[src/rtl/inst_encoder_pkg.sv]
// Shared RV32I encoding constants for the instruction encoder and the core decoder.
// Holds the abstract operation enum, opcode/funct fields and an immediate range helper.
package inst_encoder_pkg;

    typedef enum logic [2:0] {
        OP_ADD     = 3'd0,
        OP_SUB     = 3'd1,
        OP_OR      = 3'd2,
        OP_AND     = 3'd3,
        OP_BEQ     = 3'd4,
        OP_LW      = 3'd5,
        OP_SW      = 3'd6,
        OP_ILLEGAL = 3'd7
    } op_e;

    localparam logic [6:0] OPC_OP     = 7'b0110011;
    localparam logic [6:0] OPC_BRANCH = 7'b1100011;
    localparam logic [6:0] OPC_LOAD   = 7'b0000011;
    localparam logic [6:0] OPC_STORE  = 7'b0100011;

    localparam logic [2:0] F3_ADD_SUB = 3'b000;
    localparam logic [2:0] F3_OR      = 3'b110;
    localparam logic [2:0] F3_AND     = 3'b111;
    localparam logic [2:0] F3_LW      = 3'b010;
    localparam logic [2:0] F3_SW      = 3'b010;
    localparam logic [2:0] F3_BEQ     = 3'b000;

    localparam logic [6:0] F7_BASE = 7'b0000000;
    localparam logic [6:0] F7_SUB  = 7'b0100000;

    localparam int REG_W  = 5;
    localparam int IMM_W  = 13;
    localparam int INST_W = 32;

    // A 13-bit immediate fits 12-bit signed only if the top two bits agree.
    function automatic logic fits_simm12(input logic [IMM_W-1:0] imm);
        return imm[12] == imm[11];
    endfunction

endpackage

[src/rtl/inst_fmt.sv]
// Combinational field packer: abstract operation plus operands to a 32-bit RV32I word.
// Flags requests the decoder could not represent instead of producing a word.
module inst_fmt
    import inst_encoder_pkg::*;
(
    input  op_e               op,
    input  logic [REG_W-1:0]  rd,
    input  logic [REG_W-1:0]  rs1,
    input  logic [REG_W-1:0]  rs2,
    input  logic [IMM_W-1:0]  imm,
    output logic [INST_W-1:0] inst,
    output logic              illegal
);

    always_comb begin
        inst    = '0;
        illegal = 1'b0;
        case (op)
            OP_ADD: inst = {F7_BASE, rs2, rs1, F3_ADD_SUB, rd, OPC_OP};
            OP_SUB: inst = {F7_SUB,  rs2, rs1, F3_ADD_SUB, rd, OPC_OP};
            OP_OR:  inst = {F7_BASE, rs2, rs1, F3_OR,      rd, OPC_OP};
            OP_AND: inst = {F7_BASE, rs2, rs1, F3_AND,     rd, OPC_OP};
            OP_LW: begin
                inst    = {imm[11:0], rs1, F3_LW, rd, OPC_LOAD};
                illegal = !fits_simm12(imm);
            end
            OP_SW: begin
                inst    = {imm[11:5], rs2, rs1, F3_SW, imm[4:0], OPC_STORE};
                illegal = !fits_simm12(imm);
            end
            OP_BEQ: begin
                // Branch offsets are halfword aligned, so imm[0] has no slot in the word.
                inst    = {imm[12], imm[10:5], rs2, rs1, F3_BEQ, imm[4:1], imm[11], OPC_BRANCH};
                illegal = imm[0];
            end
            default: illegal = 1'b1;
        endcase
    end

endmodule

[src/rtl/inst_encoder.sv]
// Streams encoded RV32I words with word addresses toward the instruction RAM write port.
// One-deep output register with valid/ready flow control and a sticky illegal-request flag.
module inst_encoder
    import inst_encoder_pkg::*;
#(
    parameter int ADDR_W    = 10,
    parameter int BASE_ADDR = 0
) (
    input  logic              clk,
    input  logic              rst_n,
    input  logic              restart,
    input  logic              in_valid,
    output logic              in_ready,
    input  logic [2:0]        in_op,
    input  logic [REG_W-1:0]  in_rd,
    input  logic [REG_W-1:0]  in_rs1,
    input  logic [REG_W-1:0]  in_rs2,
    input  logic [IMM_W-1:0]  in_imm,
    output logic              out_valid,
    input  logic              out_ready,
    output logic [INST_W-1:0] out_inst,
    output logic [ADDR_W-1:0] out_addr,
    output logic              err
);

    localparam logic [ADDR_W-1:0] BASE = ADDR_W'(BASE_ADDR);

    logic              out_valid_reg, out_valid_next;
    logic [INST_W-1:0] out_inst_reg, out_inst_next;
    logic [ADDR_W-1:0] out_addr_reg, out_addr_next;
    logic              err_reg, err_next;

    logic              accept;
    logic              out_fire;
    logic [INST_W-1:0] fmt_inst;
    logic              fmt_illegal;

    inst_fmt u_fmt (
        .op      (op_e'(in_op)),
        .rd      (in_rd),
        .rs1     (in_rs1),
        .rs2     (in_rs2),
        .imm     (in_imm),
        .inst    (fmt_inst),
        .illegal (fmt_illegal)
    );

    assign in_ready = !restart && (!out_valid_reg || out_ready);
    assign accept   = in_valid && in_ready;
    assign out_fire = out_valid_reg && out_ready;

    always_comb begin
        out_valid_next = out_valid_reg;
        out_inst_next  = out_inst_reg;
        out_addr_next  = out_addr_reg;
        err_next       = err_reg;
        if (restart) begin
            out_valid_next = 1'b0;
            out_inst_next  = '0;
            out_addr_next  = BASE;
            err_next       = 1'b0;
        end else begin
            // Address wraps naturally at 2^ADDR_W, back to 0 rather than BASE.
            if (out_fire) begin
                out_addr_next  = out_addr_reg + 1'b1;
                out_valid_next = 1'b0;
            end
            if (accept) begin
                if (fmt_illegal) begin
                    err_next = 1'b1;
                end else begin
                    out_valid_next = 1'b1;
                    out_inst_next  = fmt_inst;
                end
            end
        end
    end

    always_ff @(posedge clk or negedge rst_n) begin
        if (!rst_n) begin
            out_valid_reg <= 1'b0;
            out_inst_reg  <= '0;
            out_addr_reg  <= BASE;
            err_reg       <= 1'b0;
        end else begin
            out_valid_reg <= out_valid_next;
            out_inst_reg  <= out_inst_next;
            out_addr_reg  <= out_addr_next;
            err_reg       <= err_next;
        end
    end

    assign out_valid = out_valid_reg;
    assign out_inst  = out_inst_reg;
    assign out_addr  = out_addr_reg;
    assign err       = err_reg;

endmodule

[config.mk]
export PLATFORM = sky130hd
export DESIGN_NAME = inst_encoder
export DESIGN_NICKNAME = d
export VERILOG_FILES = /design/src/rtl/inst_encoder_pkg.sv /design/src/rtl/inst_fmt.sv /design/src/rtl/inst_encoder.sv
export SDC_FILE = /design/constraint.sdc
export NUM_CORES = 1
export LEC_CHECK = 0
export ABC_CLOCK_PERIOD_IN_PS = 2100
export CELL_PAD_IN_SITES_DETAIL_PLACEMENT = 1
export CELL_PAD_IN_SITES_GLOBAL_PLACEMENT = 2
export CORE_AREA = 2 2 101 84
export CTS_CLUSTER_DIAMETER = 200
export CTS_CLUSTER_SIZE = 24
export DETAILED_ROUTE_END_ITERATION = 8
export DIE_AREA = 0 0 103 86
export PLACE_DENSITY = 0.89
export SYNTH_ARGS = -nofsm -noshare
export SYNTH_HDL_FRONTEND = slang
export SYNTH_SLANG_ARGS = --single-unit
export TNS_END_PERCENT = 20
[constraint.sdc]
create_clock -name clk -period 2.1 [get_ports clk]
set_input_delay 0.315 -clock clk [delete_from_list [all_inputs] [get_ports clk]]
set_output_delay 0.315 -clock clk [all_outputs]
set_load 0.02 [all_outputs]
==> Yosys cells after proc, flatten, opt, wreduce, memory -nomap -nowiden <==
Index checks and enable logic that the tools add are counted.
{ "classes": {"reduce_logical": 15, "muxes": 14, "eq_ne": 8, "add_sub_neg": 1} }
{ "op_table": {"columns": ["op", "count"], "rows": [
  ["$pmux 32 s7", 1],
  ["$mux 32", 3],
  ["$mux 10", 2],
  ["$add 10x1->10 const B", 1],
  ["$eq 3x3->1 const B", 3],
  ["$mux 1", 7],
  ["$eq 3x2->1 const B", 2],
  ["$reduce_bool 2->1", 3],
  ["$reduce_and 2->1", 2],
  ["$reduce_or 4->1", 1],
  ["$eq 3x1->1 const B", 1],
  ["$logic_and 1x1->1", 3],
  ["$logic_not 1->1", 3],
  ["$logic_not 3->1", 1],
  ["$pmux 1 s3", 1],
  ["$ne 2x2->1 const B", 1],
  ["$reduce_or 2->1", 1],
  ["$eq 1x1->1", 1],
  ["$logic_or 1x1->1", 1]
]} }
{ "word_totals": {"output_inout_bits": 45, "inputBits": 36, "reg_bits": 44} }

==> Depth between registers and ports, before layout <==
Gate-level depths: netlist of the first run.
{ "depth": {"depth_word": 6, "mapped_depth": 6, "ltp_nobuf": 5} }

==> Hierarchy <==
A second synthesis of the first run with hierarchy kept.
{ "hier_totals": {"hier_cells": 277, "area_unflattened_um2": 2558.7} }
{ "by_module_without_submodules": {"columns": ["module", "n_inst", "cells_per_inst", "seq_area_each_um2", "area_each_um2"], "rows": [
  ["inst_encoder", 1, 215, 1101.1, 2175.8],
  ["inst_fmt", 1, 62, 0.0, 382.9]
]} }

==> Worst setup path after synthesis of the first run <==
OpenSTA, ideal clock, no wires.
{ "synth_timing": {"path_kind": "reg2reg", "start": "reg out_valid_reg (netlist: out_valid)", "end": "reg out_inst_reg[31] (netlist: out_inst[31])", "setup_slack_ns": 0.513, "t_required_ns": 1.978, "t_arrival_ns": 1.465, "path_buffers": 1, "stages_incl_launch_ff": 6, "path_cell_list": "dfrtp_1 nor2b_1 nor3_1 and3_1 buf_6 a32o_1"} }
{ "synth_between": {"elab_chain_cells": 6} }
{ "synth_lines": {"columns": ["item", "line_no", "source"], "rows": [
  ["start, declared", "inst_encoder.sv:28", "logic out_valid_reg, out_valid_next;"],
  ["start signal, assigned", "inst_encoder.sv:86", "out_valid_reg <= out_valid_next;"],
  ["$logic_not 1->1", "inst_encoder.sv:48", "assign in_ready = !restart && (!out_valid_reg || out_ready);"],
  ["$logic_or 1x1->1", "inst_encoder.sv:48", null],
  ["$logic_and 1x1->1", "inst_encoder.sv:48", null],
  ["$logic_and 1x1->1", "inst_encoder.sv:49", "assign accept = in_valid && in_ready;"],
  ["$reduce_bool 2->1 (no source line)", null, null],
  ["$reduce_and 2->1 (no source line)", null, null],
  ["end signal, assigned", "inst_encoder.sv:87", "out_inst_reg <= out_inst_next;"],
  ["end, declared", "inst_encoder.sv:29", "logic [INST_W-1:0] out_inst_reg, out_inst_next;"]
]} }
No other way between the ends.
A chain may end at the register's enable or synchronous reset.

==> Worst setup path after layout of the first run <==
{ "layout_timing": {"start": "in in_op[1]", "end": "reg out_inst_reg[27] (netlist: out_inst[27])"} }
{ "layout_between": {"elab_chain_cells": 5} }
{ "layout_lines": {"columns": ["item", "line_no", "source"], "rows": [
  ["start, declared", "inst_encoder.sv:14", "input logic [2:0] in_op,"],
  ["$eq 3x1->1, or another cell as far along", "inst_fmt.sv:18", "case (op)"],
  ["$reduce_or 4->1 (no source line), or another cell as far along", null, null],
  ["$pmux 1 s3 or $mux 32 (tied branches)", "inst_fmt.sv:18, inst_encoder.sv:69", null],
  ["$ne 2x2->1 (no source line) or $mux 32 (tied branches)", null, null],
  ["$reduce_and 2->1 (no source line) or $mux 32 (tied branches)", null, null]
]} }
Several ways; a longest one is shown, not always the timed one. The select of a mux whose other input is x is not followed.

==> out/results.ini, run 1 <==
[timing]
setup_violations = 0
timing.hold.ws_ns = 0.08099
grt_setup_unrepaired = false
hold_viol = 0
period_needed_ns = 1.899
final_min_period_over_clock_period_pct = 90.43
worstMarginPinSlew_ns = 0.6926
timing.final.ws_setup_ns = 0.2009
fmaxAchievable_mhz = 526.6
slew-limit-headroom_pct = 53.72
finClkSkew_ns = 0.005773
final_max_slew_violation_count = 0

[logic_synthesis]
number_of_synthesis_warnings = 0
ys_types = 41
post-synth-top-area-fraction_pct = 51.54
synth.top_cells.by_area = dfrtp_1 52%, a22o_1 5.3%, o2bb2ai_1 4.4%
synthArstFlopShare_pct = 100.0
synth_common_cells = 41 x dfrtp_1, 12 x a21oi_1, 12 x a22o_1, 12 x nor2_1, 10 x o2bb2ai_1
post_synth_instance_area_mm2 = 0.001991
synth_most_common_cell = dfrtp_1
syn-mean-instance-area_um2 = 11.00
synth_top_flop_cell = dfrtp_1
netlist_instances = 181
synth_largest_area_cell = dfrtp_1
yosysSeqAreaShare_pct = 51.54
synth_enable_flop_cells = 0
synth_seq_cells = 41

[layout]
nNetsFinal = 309
max_reg_flops = 29
fin_cells = 381
layout_cells_sized_above_1_pct = 12.45
n_antenna_cell = 0
fill_cells = 890
synthToLayoutAreaGrowth_pct = 54.31

[setup_path]
worst-setup-path-type = input port to register
critical_path.startpoint = in_op[1]
cp_data_required_time_ns = 2.33
worstReg2RegStart = out_valid$_DFF_PN0_
cp_data_arrival_time_ns = 2.13
critical_path.startpoint_type = input port
crit_end_category = register
cp_max_fo = 24

[die]
floorplan.core_area_mm2 = 0.007765
floorplan.die_area_mm2 = 0.008858
starting_density_of_the_core_pct = 25.64
floorplan.rows = 29
pin_count = 81
die_height_um = 86
die_width_um = 103

[power]
power_density_mw_per_mm2 = 615.5
power.ir.vdd_worst_v = 0.0002606
leak_pwr_nw = 1.269

[clocking]
clock-root-buffer = clkbuf_8
post_cts_hold_buffer_count = 0
numCtsBuffers = 5
cts_tree = built
ctsHtreeMaxLevel = 2
clkSlewWorstSetupHoldPaths_ns = 0.08
cts_setup_buffers = 0
cts_num_sinks = 41
clock_latency_ns = 0.29
bufs_on_longest_clock_path = 2

[routing]
post_drt_wl_per_cell_um = 15.79
initialDrtViolationCount = 49
vias_per_cell = 4.656
drt.antenna.violating_nets = 0
drc = 0
drt_pre_antenna_iters = 4
detail_route.wirelength_um = 6015
vias = 1774

[place]
io_buffer_count = 78
dp_slack_ns = -0.1036
dpl.cell_count = 373
gp_congestion = 0.7274
place.detailed.hpwl_um = 4492

[grt]
wire_length_of_the_first_global_routing_pass_um = 10150
largest_net_degree_at_the_start_of_global_routing = 42
grt_overflow_total = 0
antenna_violations_before_repair = 0
via_count_of_the_first_global_routing_pass = 1982
tot_gr_track_use_pct = 14.84

[status]
status = finished clean

[worst_hold_path]
min-delay-path-class = input port to asynchronous set/reset pin

[flow_run]
maxCapViolCount = 0

==> cell type report <==
class	instances	area [um^2]	area share [%]
Multi-Input combinational cell	126	873.3	28.43
Clock buffer	7	86.33	2.811
Clock inverter	1	30.03	0.9776
Sequential cell	41	1026	33.40
Inverter	2	7.507	0.2444
Tap cell	108	135.1	4.399
Timing Repair Buffer	96	913.4	29.74
==> power by group <==
group          total, mW  switching, mW  internal (mW)
clock              0.658          0.271          0.388
combinational      0.386          0.193          0.194
sequential         0.846         0.0238          0.822
==> routing by layer <==
metal / global-route usage (%) / vias up / part of all wire [%]
li1: - / 835 / -
met1: 20.36 / 889 / 47
met2: 23.55 / 45 / 48
met3: 4.156 / 5 / 4.4
met4: 2.871 / 0 / 0.88
met5: 0 / - / 0
==> final timing paths <==
path | to | slack [ns] | depth (start not counted)
setup / recovery | out_inst[27]$_DFFE_PN0P_ | 0.20 | 5
hold / removal | out_inst[19]$_DFFE_PN0P_ | 0.08 | 2
setup reg to reg | out_inst[27]$_DFFE_PN0P_ | 0.27 | 6
hold reg to reg | out_inst[31]$_DFFE_PN0P_ | 0.51 | 1
max in group asynchronous | out_inst[7]$_DFFE_PN0P_ | 1.66 | 2
min in group clk | out_inst[31]$_DFFE_PN0P_ | 0.51 | 1
==> cell families after synthesis <==
group           synth area share, %
fa+ha+maj                    0.6284
other cells                  0.1884
compound gates                22.00
simple gates                  15.02
flops                         51.54
mux                           1.068
xor+xnor                      4.777
buf+inv                       4.776
==> stage by stage <==
stage	setup TNS [ns]	util, %	instance area, um^2	total power [mW]
after floorplan	0	-	1994	1.036
after global placement	-0.2038	38.03	2953	1.242
after detailed placement	-1.687	38.03	2953	1.250
after CTS	0	39.53	3069	1.917
after global routing	0	39.56	3072	1.987
final	0	39.56	3072	1.891
==> repair_timing <==
action,4_1_cts,5_1_grt
resized for setup,0,1
endpoints found under the hold margin,0,0
endpoints found under the setup margin,0,1
==> cell usage in the layout (no fill, tap or decap), drive strengths merged, types with 3 or more instances in the layout <==
| master | n |
|---|---|
| clkdlybuf4s50 | 76 |
| dfrtp | 41 |
| buf | 19 |
| a21oi | 13 |
| nor2 | 12 |
| a22o | 12 |
| o2bb2ai | 10 |
| nand2 | 8 |
| clkbuf | 7 |
| o21ai | 6 |
| nand3 | 6 |
| xor2 | 6 |
| nor3b | 5 |
| a22oi | 5 |
| xnor2 | 4 |
| nor3 | 4 |
| and3 | 4 |
| nor2b | 3 |
| and2 | 3 |
| nand2b | 3 |
| nand4 | 3 |
| or3 | 3 |
==> critical path: stages <==
cell	delay [ns]
clkdlybuf4s50_1	0.49
xnor2_1	0.33
o211ai_4	0.14
a21oi_4	0.60
a22o_1	0.25
No activity file was read; power rests on OpenSTA's default activity.
==> run 2: changes to the inputs <==
- SLEW_MARGIN: unset -> 20
==> results of run 2 <==
No change in the layout: final DEF, timing and power equal those of run 1.
==> run 3: changes to the inputs <==
- RECOVER_POWER: unset -> 25
- TNS_END_PERCENT: 20 -> 1
==> run 3 against run 2 <==
Compared with the run above:
- worst setup slack unchanged
- count of clock-buffer cells in the layout unchanged
- worst hold slack improved by 0.19 ns
- core utilization about the same
- clock power about the same
- register-to-register slack about the same
- non-clock buffer count unchanged
- die area unchanged
- critical endpoint unchanged
- largest cell class unchanged
==> out/results.ini, run 3 (synthesis gave the netlist of run 1 again) <==
[status]
status = finished clean  ; unchanged

[routing]
initialDrtViolationCount = 49  ; unchanged
drc = 0  ; unchanged
vias_per_cell = 4.656  ; unchanged
drt.antenna.violating_nets = 0  ; unchanged
post_drt_wl_per_cell_um = 15.78  ; was 15.79 um
detail_route.wirelength_um = 6014  ; was 6015 um
vias = 1774  ; unchanged
drt_pre_antenna_iters = 4  ; unchanged

[timing]
final_max_slew_violation_count = 0  ; unchanged
timing.hold.ws_ns = 0.2741  ; was 0.08099 ns
timing.final.ws_setup_ns = 0.2009  ; unchanged
final_min_period_over_clock_period_pct = 90.43  ; unchanged
worstMarginPinSlew_ns = 1.031  ; was 0.6926 ns
grt_setup_unrepaired = false  ; unchanged
period_needed_ns = 1.899  ; unchanged
finClkSkew_ns = 0.005773  ; unchanged
setup_violations = 0  ; unchanged
hold_viol = 0  ; unchanged
fmaxAchievable_mhz = 526.6  ; unchanged
slew-limit-headroom_pct = 31.25  ; was 53.72%

[place]
detailed_place.area_mm2 = 0.002953  ; unchanged
place.detailed.hpwl_um = 4492  ; unchanged
dp_slack_ns = -0.1036  ; unchanged
gp_congestion = 0.7274  ; unchanged
io_buffer_count = 78  ; unchanged

[die]
starting_density_of_the_core_pct = 25.64  ; unchanged
floorplan.core_area_mm2 = 0.007765  ; unchanged
floorplan.die_area_mm2 = 0.008858  ; unchanged
pin_count = 81  ; unchanged
die_width_um = 103  ; unchanged
die_height_um = 86  ; unchanged
floorplan.rows = 29  ; unchanged

[clocking]
post_cts_hold_buffer_count = 0  ; unchanged
clock_latency_ns = 0.29  ; about the same
cts_num_sinks = 41  ; unchanged
clock-root-buffer = clkbuf_8  ; unchanged
numCtsBuffers = 5  ; unchanged
clkSlewWorstSetupHoldPaths_ns = 0.08  ; about the same
cts_setup_buffers = 0  ; unchanged
bufs_on_longest_clock_path = 2  ; unchanged
ctsHtreeMaxLevel = 2  ; unchanged
cts_tree = built  ; unchanged

[setup_path]
timing.critical_path.max_delay_family = compound AO/OA/AOI/OAI gates  ; unchanged
timing.critical_path.slowest_stage_cell = a21oi_4  ; unchanged
delay_of_the_slowest_cell_on_the_worst_path_ns = 0.60  ; about the same
cp_data_arrival_time_ns = 2.13  ; about the same
path_buf_inv = 1  ; unchanged
worst-setup-path-type = input port to register  ; unchanged
cp_max_fo = 24  ; unchanged
cp_data_required_time_ns = 2.33  ; about the same
critical_path.startpoint_type = input port  ; unchanged
crit_path_cell_trace = clkdlybuf4s50_1, xnor2_1, o211ai_4, a21oi_4, a22o_1  ; unchanged
crit_end_category = register  ; unchanged

[layout]
postLayoutCellArea_mm2 = 0.003069  ; was 0.003072 mm^2
max_reg_flops = 29  ; unchanged
synthToLayoutAreaGrowth_pct = 54.18  ; was 54.31%
layout_cells_sized_above_1_pct = 12.45  ; unchanged
most_frequent_cells_in_the_layout = 76 x clkdlybuf4s50_1, 41 x dfrtp_1, 17 x buf_4  ; was 76 x clkdlybuf4s50_1, 41 x dfrtp_1, 18 x buf_4
nNetsFinal = 309  ; unchanged
final_common_cell = clkdlybuf4s50_1  ; unchanged
n_antenna_cell = 0  ; unchanged

[power]
power_switching_share_pct = 25.77  ; was 25.76%
power_density_mw_per_mm2 = 615.8  ; was 615.5 mW/mm^2
clkPwrFrac_pct = 34.8  ; about the same
power.internal_mw = 1.403  ; was 1.404 mW
comb_power_share_pct = 20.4  ; about the same
portion_of_total_power_attributed_to_sequential_cells_pct = 44.8  ; about the same
leak_pwr_nw = 1.268  ; was 1.269 nW
switchingPower_uw = 487.0  ; about the same
power.ir.vdd_worst_v = 0.0002605  ; was 0.0002606 V

[grt]
largest_net_degree_at_the_start_of_global_routing = 42  ; unchanged
via_count_of_the_first_global_routing_pass = 1982  ; unchanged
grt_overflow_total = 0  ; unchanged
antenna_violations_before_repair = 0  ; unchanged
wire_length_of_the_first_global_routing_pass_um = 10150  ; unchanged
tot_gr_track_use_pct = 14.84  ; unchanged

[worst_hold_path]
min-delay-path-class = input port to asynchronous set/reset pin  ; unchanged

[flow_run]
maxCapViolCount = 0  ; unchanged

[run 3: cell count changes in the layout (fill, tap and decap cells not counted)]
cell	previous run	this run
buf_4	18	17
clkbuf_2	0	1
[run 3: power groups by stage]
stage / Clock [mW] / Combinational, mW / Sequential, mW
after floorplan: 0 / 0.136 / 0.900
after global placement: 0 / 0.381 / 0.862
after detailed placement: 0 / 0.389 / 0.861
after CTS: 0.678 / 0.391 / 0.847
after global routing: 0.714 / 0.420 / 0.852
final: 0.658 / 0.386 / 0.846
[run 3: final timing paths]
kind / start / end / slack [ns] / depth (start not counted)
worst max-delay path: in_op[1] / out_inst[27]$_DFFE_PN0P_ / 0.20 / 5
worst min-delay path: rst_n / out_inst[19]$_DFFE_PN0P_ / 0.27 / 2
worst max register to register: out_valid$_DFF_PN0_ / out_inst[27]$_DFFE_PN0P_ / 0.27 / 6
worst min register to register: out_inst[31]$_DFFE_PN0P_ / out_inst[31]$_DFFE_PN0P_ / 0.51 / 1
max in group asynchronous: rst_n / out_inst[7]$_DFFE_PN0P_ / 1.20 / 2
min in group clk: out_inst[31]$_DFFE_PN0P_ / out_inst[31]$_DFFE_PN0P_ / 0.51 / 1
[run 3: routing by layer]
layer	track usage [%]	wire [um]
met5	0	0
met4	2.871	53
met3	4.156	266
met2	23.55	2891
met1	20.36	2802
[run 3: final cells by class]
cell class                 count  area, um^2
multi-input combinational    126       873.3
sequential                    41        1026
fill                         890        4696
clock buffer                   7       86.33
tap                          108       135.1
inverter                       2       7.507
clock inverter                 1       30.03
timing repair buffer          96       910.9
[run 3: per-stage QoR]
| step | TNS (ns) | power, mW | util, % | std cells |
|---|---|---|---|---|
| after floorplan | 0 | 1.036 | - | 182 |
| after global routing | 0 | 1.986 | 39.53 | 381 |
| after CTS | 0 | 1.917 | 39.53 | 381 |
| final | 0 | 1.890 | 39.53 | 381 |
| after global placement | -0.2038 | 1.242 | 38.03 | 373 |
| after detailed placement | -1.687 | 1.250 | 38.03 | 373 |
[run 3: timing repair]
action,CTS,global route
setup endpoints to repair,0,1
endpoints found under the hold margin,0,0
gates resized for setup,0,1
